`src/rtl/rv32_pkg.sv`:
```
// Shared RV32I encoding definitions for the decode and encode stages.
// Holds opcode and funct7 constants, the instruction format enum and the field-record type.
package rv32_pkg;

  localparam logic [6:0] OP_R      = 7'b0110011;
  localparam logic [6:0] OP_IMM    = 7'b0010011;
  localparam logic [6:0] OP_LOAD   = 7'b0000011;
  localparam logic [6:0] OP_STORE  = 7'b0100011;
  localparam logic [6:0] OP_BRANCH = 7'b1100011;
  localparam logic [6:0] OP_LUI    = 7'b0110111;
  localparam logic [6:0] OP_AUIPC  = 7'b0010111;
  localparam logic [6:0] OP_JAL    = 7'b1101111;
  localparam logic [6:0] OP_JALR   = 7'b1100111;
  localparam logic [6:0] OP_SYSTEM = 7'b1110011;

  localparam logic [6:0] F7_BASE = 7'b0000000;
  localparam logic [6:0] F7_ALT  = 7'b0100000;

  localparam logic [2:0] F3_SLL = 3'b001;
  localparam logic [2:0] F3_SRX = 3'b101;

  typedef enum logic [2:0] {
    FMT_R,
    FMT_I,
    FMT_ISHIFT,
    FMT_S,
    FMT_B,
    FMT_U,
    FMT_J,
    FMT_BAD
  } fmt_e;

  typedef struct packed {
    logic [31:0] pc;
    logic [6:0]  opcode;
    logic [4:0]  rd;
    logic [4:0]  rs1;
    logic [4:0]  rs2;
    logic [2:0]  funct3;
    logic [6:0]  funct7;
    logic [31:0] imm;
    logic [4:0]  shamt;
  } fields_t;

endpackage

```
`src/rtl/enc_classify.sv`:
```
// Combinational classifier: maps opcode/funct3 to an instruction format and checks
// that the decoded immediate and funct7 can be represented in that format.
module enc_classify
  import rv32_pkg::*;
(
  input  logic [6:0]  opcode,
  input  logic [2:0]  funct3,
  input  logic [6:0]  funct7,
  input  logic [31:0] imm,
  output fmt_e        fmt,
  output logic        legal
);

  logic imm12_ok;
  logic imm13_ok;

  // Sign-extended immediates must have every bit above the field equal to the field's sign bit.
  assign imm12_ok = (imm[31:11] == '0) || (imm[31:11] == '1);
  assign imm13_ok = (imm[31:12] == '0) || (imm[31:12] == '1);

  always_comb begin
    fmt = FMT_BAD;
    case (opcode)
      OP_R:      fmt = FMT_R;
      OP_IMM:    fmt = ((funct3 == F3_SLL) || (funct3 == F3_SRX)) ? FMT_ISHIFT : FMT_I;
      OP_LOAD,
      OP_JALR,
      OP_SYSTEM: fmt = FMT_I;
      OP_STORE:  fmt = FMT_S;
      OP_BRANCH: fmt = FMT_B;
      OP_LUI,
      OP_AUIPC:  fmt = FMT_U;
      OP_JAL:    fmt = FMT_J;
      default:   fmt = FMT_BAD;
    endcase
  end

  always_comb begin
    legal = 1'b0;
    case (fmt)
      FMT_R:      legal = 1'b1;
      FMT_I,
      FMT_S:      legal = imm12_ok;
      FMT_B:      legal = imm13_ok && !imm[0];
      FMT_U:      legal = (imm[11:0] == '0);
      FMT_J:      legal = (imm[31:21] == '0) && !imm[0];
      FMT_ISHIFT: legal = (funct7 == F7_BASE) || ((funct3 == F3_SRX) && (funct7 == F7_ALT));
      default:    legal = 1'b0;
    endcase
  end

endmodule

```
`src/rtl/inst_encoder.sv`:
```
// RV32I field-record to machine-code encoder: two-stage valid/ready pipeline
// (A: classify + legality, B: assemble + hold) with a saturating illegal-record counter.
module inst_encoder
  import rv32_pkg::*;
#(
  parameter int CNT_W = 16
) (
  input  logic             clock,
  input  logic             reset_n,
  input  logic             in_valid,
  output logic             in_ready,
  input  logic [31:0]      in_pc,
  input  logic [6:0]       in_opcode,
  input  logic [4:0]       in_rd,
  input  logic [4:0]       in_rs1,
  input  logic [4:0]       in_rs2,
  input  logic [2:0]       in_funct3,
  input  logic [6:0]       in_funct7,
  input  logic [31:0]      in_imm,
  input  logic [4:0]       in_shamt,
  output logic             out_valid,
  input  logic             out_ready,
  output logic [31:0]      out_inst,
  output logic [31:0]      out_pc,
  output logic             out_illegal,
  output logic [CNT_W-1:0] illegal_cnt
);

  function automatic logic [CNT_W-1:0] sat_inc(input logic [CNT_W-1:0] v);
    return (&v) ? v : v + {{(CNT_W-1){1'b0}}, 1'b1};
  endfunction

  fields_t in_rec;
  fmt_e    cls_fmt;
  logic    cls_legal;

  logic    a_valid_q, a_valid_d;
  fields_t a_rec_q, a_rec_d;
  fmt_e    a_fmt_q, a_fmt_d;
  logic    a_legal_q, a_legal_d;

  logic             out_valid_q, out_valid_d;
  logic [31:0]      out_inst_q, out_inst_d;
  logic [31:0]      out_pc_q, out_pc_d;
  logic             out_illegal_q, out_illegal_d;
  logic [CNT_W-1:0] illegal_cnt_q, illegal_cnt_d;

  logic        b_adv;
  logic        a_adv;
  logic        in_fire;
  logic [31:0] inst_asm;

  assign b_adv    = !out_valid_q || out_ready;
  assign a_adv    = a_valid_q && b_adv;
  assign in_ready = !a_valid_q || b_adv;
  assign in_fire  = in_valid && in_ready;

  assign in_rec = '{pc: in_pc, opcode: in_opcode, rd: in_rd, rs1: in_rs1, rs2: in_rs2,
                    funct3: in_funct3, funct7: in_funct7, imm: in_imm, shamt: in_shamt};

  enc_classify u_classify (
    .opcode (in_opcode),
    .funct3 (in_funct3),
    .funct7 (in_funct7),
    .imm    (in_imm),
    .fmt    (cls_fmt),
    .legal  (cls_legal)
  );

  // ---- stage A: capture record with its format and legality ----
  always_comb begin
    a_valid_d = a_valid_q;
    a_rec_d   = a_rec_q;
    a_fmt_d   = a_fmt_q;
    a_legal_d = a_legal_q;
    if (in_ready) begin
      a_valid_d = in_valid;
    end
    if (in_fire) begin
      a_rec_d   = in_rec;
      a_fmt_d   = cls_fmt;
      a_legal_d = cls_legal;
    end
  end

  // ---- stage A -> B: standard RV32I bit placement ----
  always_comb begin
    inst_asm = 32'h0;
    case (a_fmt_q)
      FMT_R:      inst_asm = {a_rec_q.funct7, a_rec_q.rs2, a_rec_q.rs1, a_rec_q.funct3,
                              a_rec_q.rd, a_rec_q.opcode};
      FMT_I:      inst_asm = {a_rec_q.imm[11:0], a_rec_q.rs1, a_rec_q.funct3,
                              a_rec_q.rd, a_rec_q.opcode};
      FMT_ISHIFT: inst_asm = {a_rec_q.funct7, a_rec_q.shamt, a_rec_q.rs1, a_rec_q.funct3,
                              a_rec_q.rd, a_rec_q.opcode};
      FMT_S:      inst_asm = {a_rec_q.imm[11:5], a_rec_q.rs2, a_rec_q.rs1, a_rec_q.funct3,
                              a_rec_q.imm[4:0], a_rec_q.opcode};
      FMT_B:      inst_asm = {a_rec_q.imm[12], a_rec_q.imm[10:5], a_rec_q.rs2, a_rec_q.rs1,
                              a_rec_q.funct3, a_rec_q.imm[4:1], a_rec_q.imm[11], a_rec_q.opcode};
      FMT_U:      inst_asm = {a_rec_q.imm[31:12], a_rec_q.rd, a_rec_q.opcode};
      FMT_J:      inst_asm = {a_rec_q.imm[20], a_rec_q.imm[10:1], a_rec_q.imm[11],
                              a_rec_q.imm[19:12], a_rec_q.rd, a_rec_q.opcode};
      default:    inst_asm = 32'h0;
    endcase
  end

  // ---- stage B: output holding register ----
  always_comb begin
    out_valid_d   = out_valid_q;
    out_inst_d    = out_inst_q;
    out_pc_d      = out_pc_q;
    out_illegal_d = out_illegal_q;
    illegal_cnt_d = illegal_cnt_q;
    if (b_adv) begin
      out_valid_d = a_valid_q;
    end
    if (a_adv) begin
      out_inst_d    = a_legal_q ? inst_asm : 32'h0;
      out_pc_d      = a_rec_q.pc;
      out_illegal_d = !a_legal_q;
      if (!a_legal_q) begin
        illegal_cnt_d = sat_inc(illegal_cnt_q);
      end
    end
  end

  always_ff @(posedge clock) begin
    if (!reset_n) begin
      a_valid_q     <= 1'b0;
      out_valid_q   <= 1'b0;
      out_inst_q    <= 32'h0;
      out_pc_q      <= 32'h0;
      out_illegal_q <= 1'b0;
      illegal_cnt_q <= '0;
    end else begin
      a_valid_q     <= a_valid_d;
      out_valid_q   <= out_valid_d;
      out_inst_q    <= out_inst_d;
      out_pc_q      <= out_pc_d;
      out_illegal_q <= out_illegal_d;
      illegal_cnt_q <= illegal_cnt_d;
    end
  end

  // Stage A payload is qualified by a_valid_q, so it needs no reset.
  always_ff @(posedge clock) begin
    a_rec_q   <= a_rec_d;
    a_fmt_q   <= a_fmt_d;
    a_legal_q <= a_legal_d;
  end

  assign out_valid   = out_valid_q;
  assign out_inst    = out_inst_q;
  assign out_pc      = out_pc_q;
  assign out_illegal = out_illegal_q;
  assign illegal_cnt = illegal_cnt_q;

endmodule

```
`config.mk`:
```
export PLATFORM = sky130hd
export DESIGN_NAME = inst_encoder
export DESIGN_NICKNAME = d
export VERILOG_FILES = /design/src/rtl/rv32_pkg.sv /design/src/rtl/enc_classify.sv /design/src/rtl/inst_encoder.sv
export SDC_FILE = /design/constraint.sdc
export NUM_CORES = 1
export LEC_CHECK = 0
export CAP_MARGIN = 15
export CORE_ASPECT_RATIO = 1.2
export CORE_UTILIZATION = 50
export CTS_BUF_LIST = sky130_fd_sc_hd__clkbuf_2 sky130_fd_sc_hd__clkbuf_4 sky130_fd_sc_hd__clkbuf_8
export DETAILED_ROUTE_END_ITERATION = 7
export PLACE_DENSITY = 0.89
export SLEW_MARGIN = 10
export SYNTH_ARGS = -nofsm -noshare
export SYNTH_HDL_FRONTEND = slang
export SYNTH_SLANG_ARGS = --single-unit
```
`constraint.sdc`:
```
create_clock -name clock -period 4.6 [get_ports clock]
set_input_delay 0.92 -clock clock [delete_from_list [all_inputs] [get_ports clock]]
set_output_delay 0.92 -clock clock [all_outputs]
set_load 0.01 [all_outputs]
```
Word-level counts from Yosys, hierarchy flattened
Index checks and enable logic that the tools add are counted.
{"block": "word_totals", "ff_bits": 188, "out_inout_bits": 83}
{"block": "classes", "addsub": 1, "eq_ne": 27, "mux": 5, "bitwise": 2, "n_reduce_logical": 27}
{"operator": "32-bit one-hot mux with 7 select lines", "count": 1}
{"operator": "32-bit 2-to-1 mux", "count": 1}
{"operator": "7-bit by 6-bit equality test with 1-bit output, second input constant", "count": 4}
{"operator": "7-bit equality test, second input constant", "count": 4}
{"operator": "21-bit equality test, second input constant", "count": 1}
{"operator": "3-bit equality test, second input constant", "count": 7}
{"operator": "21-bit zero test", "count": 1}
{"operator": "3-bit one-hot mux with 7 select lines", "count": 1}
{"operator": "20-bit equality test, second input constant", "count": 1}
{"operator": "20-bit zero test", "count": 1}
{"operator": "16-bit by 1-bit adder with 16-bit output, second input constant", "count": 1}
{"operator": "16-bit AND reduction", "count": 1}
{"operator": "7-bit by 5-bit equality test with 1-bit output, second input constant", "count": 2}
{"operator": "3-bit by 2-bit equality test with 1-bit output, second input constant", "count": 4}
{"operator": "12-bit zero test", "count": 1}
{"operator": "11-bit zero test", "count": 1}
{"operator": "3-bit by 1-bit equality test with 1-bit output, second input constant", "count": 3}
{"operator": "7-bit by 2-bit equality test with 1-bit output, second input constant", "count": 1}
{"operator": "7-bit zero test", "count": 1}
{"operator": "3-bit zero test", "count": 2}
{"operator": "1-bit logical OR", "count": 6}
{"operator": "1-bit one-hot mux with 6 select lines", "count": 1}
{"operator": "1-bit logical AND", "count": 5}
{"operator": "1-bit zero test", "count": 4}
{"operator": "5 further kinds", "count": 7}

Depth between registers and ports, before layout
{"block": "depth", "word_depth": 7, "mapped_depth": 8, "ltp_nobuf": 7}

Cells and area by module
A second synthesis with hierarchy kept.
{"block": "hier_totals", "hier_cells": 652, "area_unflattened_um2": 7479.7}
{"mod": "inst_encoder", "instances": 1, "cells_per_inst": 585, "area_per_inst_um2": 7056.8}
{"mod": "enc_classify", "instances": 1, "cells_per_inst": 67, "area_per_inst_um2": 422.9}

Least setup slack after synthesis
Ideal clock, no wire load.
{"block": "synth_timing", "kind": "input port to flip-flop", "start": "input port out_ready", "end": "register a_fmt_q[0], enable pin", "setup_time_ns": 0.476, "arrival_ns": 3.555, "required_ns": 4.124, "path_slack_ns": 0.568, "cell_stages": 3, "path_buffers": 0, "path_cell_list": "nor2b_1 nand2_1 and2_1"}
{"block": "synth_between", "elab_chain_len": 3}
{"item": "start, declared", "line": "inst_encoder.sv:22", "rtl": "input logic out_ready,"}
{"item": "1-bit logical OR", "line": "inst_encoder.sv:53", "rtl": "assign b_adv = !out_valid_q || out_ready;"}
{"item": "1-bit logical OR", "line": "inst_encoder.sv:55", "rtl": "assign in_ready = !a_valid_q || b_adv;"}
{"item": "net in_ready", "line": "inst_encoder.sv:11", "rtl": "output logic in_ready,"}
{"item": "1-bit logical AND", "line": "inst_encoder.sv:56", "rtl": "assign in_fire = in_valid && in_ready;"}
{"item": "net in_fire", "line": "inst_encoder.sv:50", "rtl": "logic in_fire;"}
{"item": "end signal, assigned", "line": "inst_encoder.sv:148", "rtl": "a_fmt_q <= a_fmt_d;"}
{"item": "end, declared", "line": "inst_encoder.sv:39", "rtl": "fmt_e a_fmt_q, a_fmt_d;"}
The timed path passes the listed nets, and every way through them passes these cells.
A chain may end at the register's enable or synchronous reset.

Worst setup path after layout
{"block": "layout_timing", "start": "input port out_ready", "end": "output port in_ready"}
{"block": "layout_between", "elab_chain_len": 2}
{"item": "1-bit logical OR", "line": "inst_encoder.sv:53"}
{"item": "1-bit logical OR", "line": "inst_encoder.sv:55"}
{"item": "end, declared", "line": "inst_encoder.sv:11"}
Every way passes these cells.

==> results.json <==
{
  "synthArstFlopShare_pct": 0,
  "fp-row-count": 48,
  "synth_seq_area_share_pct": 64.77,
  "cp-startpoint": "out_ready",
  "synth-seq-cells": 188,
  "crit_slowest_cell": "clkdlybuf4s50_1",
  "min_path_cells": 2,
  "n_antenna_cell": 0,
  "r2r-end": "out_inst[19]",
  "num_vias": 5589,
  "yosys.area_share.simple_pct": 16.71,
  "post-dp-hpwl_um": 12010,
  "final_hold_viol_count": 0,
  "min_to": "out_inst[24]",
  "cp.arrival_ps": 2110,
  "setup_viol": 0,
  "cp_top_family": "buffers and inverters",
  "regToRegSetupSlack_ps": 2070,
  "yosysTopAreaCellShare_pct": 42.42,
  "power_density_nw_per_um2": 335.5,
  "antenna_found_initial": 0,
  "antenna_left": 0,
  "cts.clk_slew.worst_paths_ps": 80,
  "cts_buffers": 17,
  "first_pass_iters": 5,
  "maxCapViolCount": 0,
  "ys.flop_type": "edfxtp_1",
  "startpoint_type": "input pin",
  "worst_pin_slew_ps": 904.4,
  "static-leakage-power_nw": 3.341,
  "syn2layout_area_growth_pct": 33.06,
  "first_iter_violations": 469,
  "syn-num-nets": 747,
  "die_h_um": 135.6,
  "dieArea_um2": 15360,
  "synth.distinct_cells": 48,
  "drive_gt1_share_pct": 5.549,
  "yosys.area.top_type": "edfxtp_1",
  "end_kind": "output port",
  "tritoncts": "yes",
  "crit_chain": "clkdlybuf4s50_1 -> nor2b_1 -> nand2_1 -> clkdlybuf4s50_1",
  "clock-root-buffer": "clkbuf_8",
  "grt_usage_pct": 23.34,
  "start_util_pct": 51.36,
  "hp-class": "flop to flop",
  "syn_inst": 641,
  "path_buf_inv": 2,
  "grt_pass1_wl_um": 27280,
  "die_w_um": 113.3,
  "muxShareOfSynthArea_pct": 0.5555,
  "syn_avg_cell_area_um2": 11.60,
  "hp-start": "out_inst[24]",
  "io_buffer_count": 187,
  "synth_area_um2": 7433,
  "final.setup.tns_ps": 0,
  "yosys-top-cells-area": "edfxtp_1 (42%), dfxtp_1 (22%), nand2_1 (5.0%)",
  "vias_per_cell": 5.431,
  "cpMostUsedCell": "clkdlybuf4s50_1",
  "final_max_slew_viol_count": 0,
  "synth_edf_count": 105,
  "final_cell_mix": "clkdlybuf4s50_1 (186), edfxtp_1 (105), nand2_1 (99)",
  "clock_latency_ps": 460,
  "core_area_um2": 14470,
  "final_nets": 922,
  "fmaxAchievable_mhz": 330.5,
  "critical_path_peak_fanout": 3,
  "rsz0062_at_grt": "false",
  "synth_xor_xnor_area_share_pct": 1.885,
  "cts_buffer_depth": 2,
  "required_ps": 3680,
  "clock_skew_ps": 12.09,
  "routedWlPerCell_um": 16.86,
  "post-route-drc-count": 0,
  "period_share_pct": 65.78,
  "path_class": "input pin to output port",
  "routabilityCongestion": 0.8885,
  "final_common_cell": "clkdlybuf4s50_1",
  "clock_sinks": 188,
  "status": "finished clean",
  "cpPeakStageDelay_ps": 480,
  "synth_top_family_by_area": "simple AND/OR/NAND/NOR gates",
  "r2r-start": "a_fmt_q[0]",
  "ios": 188,
  "period_needed_ps": 3026,
  "ir_drop_mv": 0.1804,
  "finalWirelength_um": 17350,
  "holdBufCountCts": 0,
  "grt.overflow.total": 0,
  "hold_ws_ps": 455.6,
  "reg2reg_depth": 6,
  "cts-htree-levels": 4,
  "grt_max_degree": 61,
  "synth_compound_area_share_pct": 13.80,
  "grt_pass1_vias": 5488,
  "slew_headroom_pct": 39.49,
  "synth-adder-area-share_pct": 0.1683,
  "cts_resized": 0,
  "ys_warn_count": 0,
  "fillers": 1081,
  "cts_setup_buffers": 0
}
## where the power goes
part           switching [mW]  internal, mW
Clock                   0.557         0.584
Sequential             0.0341          1.85
Combinational           0.137         0.156
## metal layers
metal  vias up  share of wire, %  global-route usage [%]  wire length (um)
met5         -                 0                       0                 0
met4         0               3.8                   12.72               660
met3        53               5.5                   4.519               961
met2       231                51                   39.81              8802
met1      2633                40                   27.86              6928
li1       2672                 -                       -                 -
## layout make-up
class	count	area [um2]	area share, %
Sequential cell	188	4815	48.68
Multi-Input combinational cell	414	2467	24.95
Timing Repair Buffer	194	1932	19.53
Clock buffer	22	284.0	2.872
Tap cell	200	250.2	2.530
Clock inverter	10	138.9	1.404
Inverter	1	3.754	0.03795
## cells by family after synthesis
group           count (synthesis)
compound gates                153
buf+inv                        39
xor+xnor                       16
simple gates                  240
flops                         188
fa+ha+maj                       1
mux                             4
## metrics by stage
stage	total power, mW	worst slack [ps]	std cells	util, %	cell area, um2
6_report	3.319	1574	1029	68.34	9891
5_1_grt	3.435	1484	1029	68.34	9891
4_1_cts	3.345	1571	1029	68.34	9891
3_5_place_dp	2.215	1582	997	65.41	9468
3_3_place_gp	2.205	1599	997	65.41	9468
2_1_floorplan	2.038	568.5	641	-	7433
## cells in the mapped netlist (3+ instances only)
master    number
a211oi_1       6
a21boi_0      34
a21oi_1       26
a221oi_1       4
a22oi_1       28
a31oi_1        9
a32oi_1        3
and2_1        35
and3_1         4
buf_2          8
clkbuf_1      29
dfxtp_1       83
edfxtp_1     105
mux2i_1        3
nand2_1      100
nand3_1       12
nand3b_1       6
nand4_1       10
nor2_1        11
nor2b_1       39
nor3_1         7
nor4_1         6
o21a_1         3
o21ai_0       21
o22ai_1        5
or4_1          3
xnor2_1       12
xor2_1         4
## worst min-delay path, stage by stage, from the launching register on
cell and delay (ps):
dfxtp_1 320, nand2_1 50, a21boi_1 50
## state kept, by name (all words and copies together) (netlist names)
signal / cells
a_fmt_q: 3
out_illegal: 1
a_legal_q: 1
out_pc: 32
out_valid: 1
illegal_cnt: 16
a_valid_q: 1
a_rec_q: 101
out_inst: 32
## worst max-delay path by stage
stage / endpoint / slack (ps) / cells after the start
floorplan: a_fmt_q[0] / 570 / 3
global placement: in_ready / 1600 / 4
detailed placement: out_inst[21] / 1580 / 7
CTS: in_ready / 1570 / 4
global route: in_ready / 1480 / 4
finish: in_ready / 1570 / 4
Note: power is estimated with default switching activity, not from simulation.
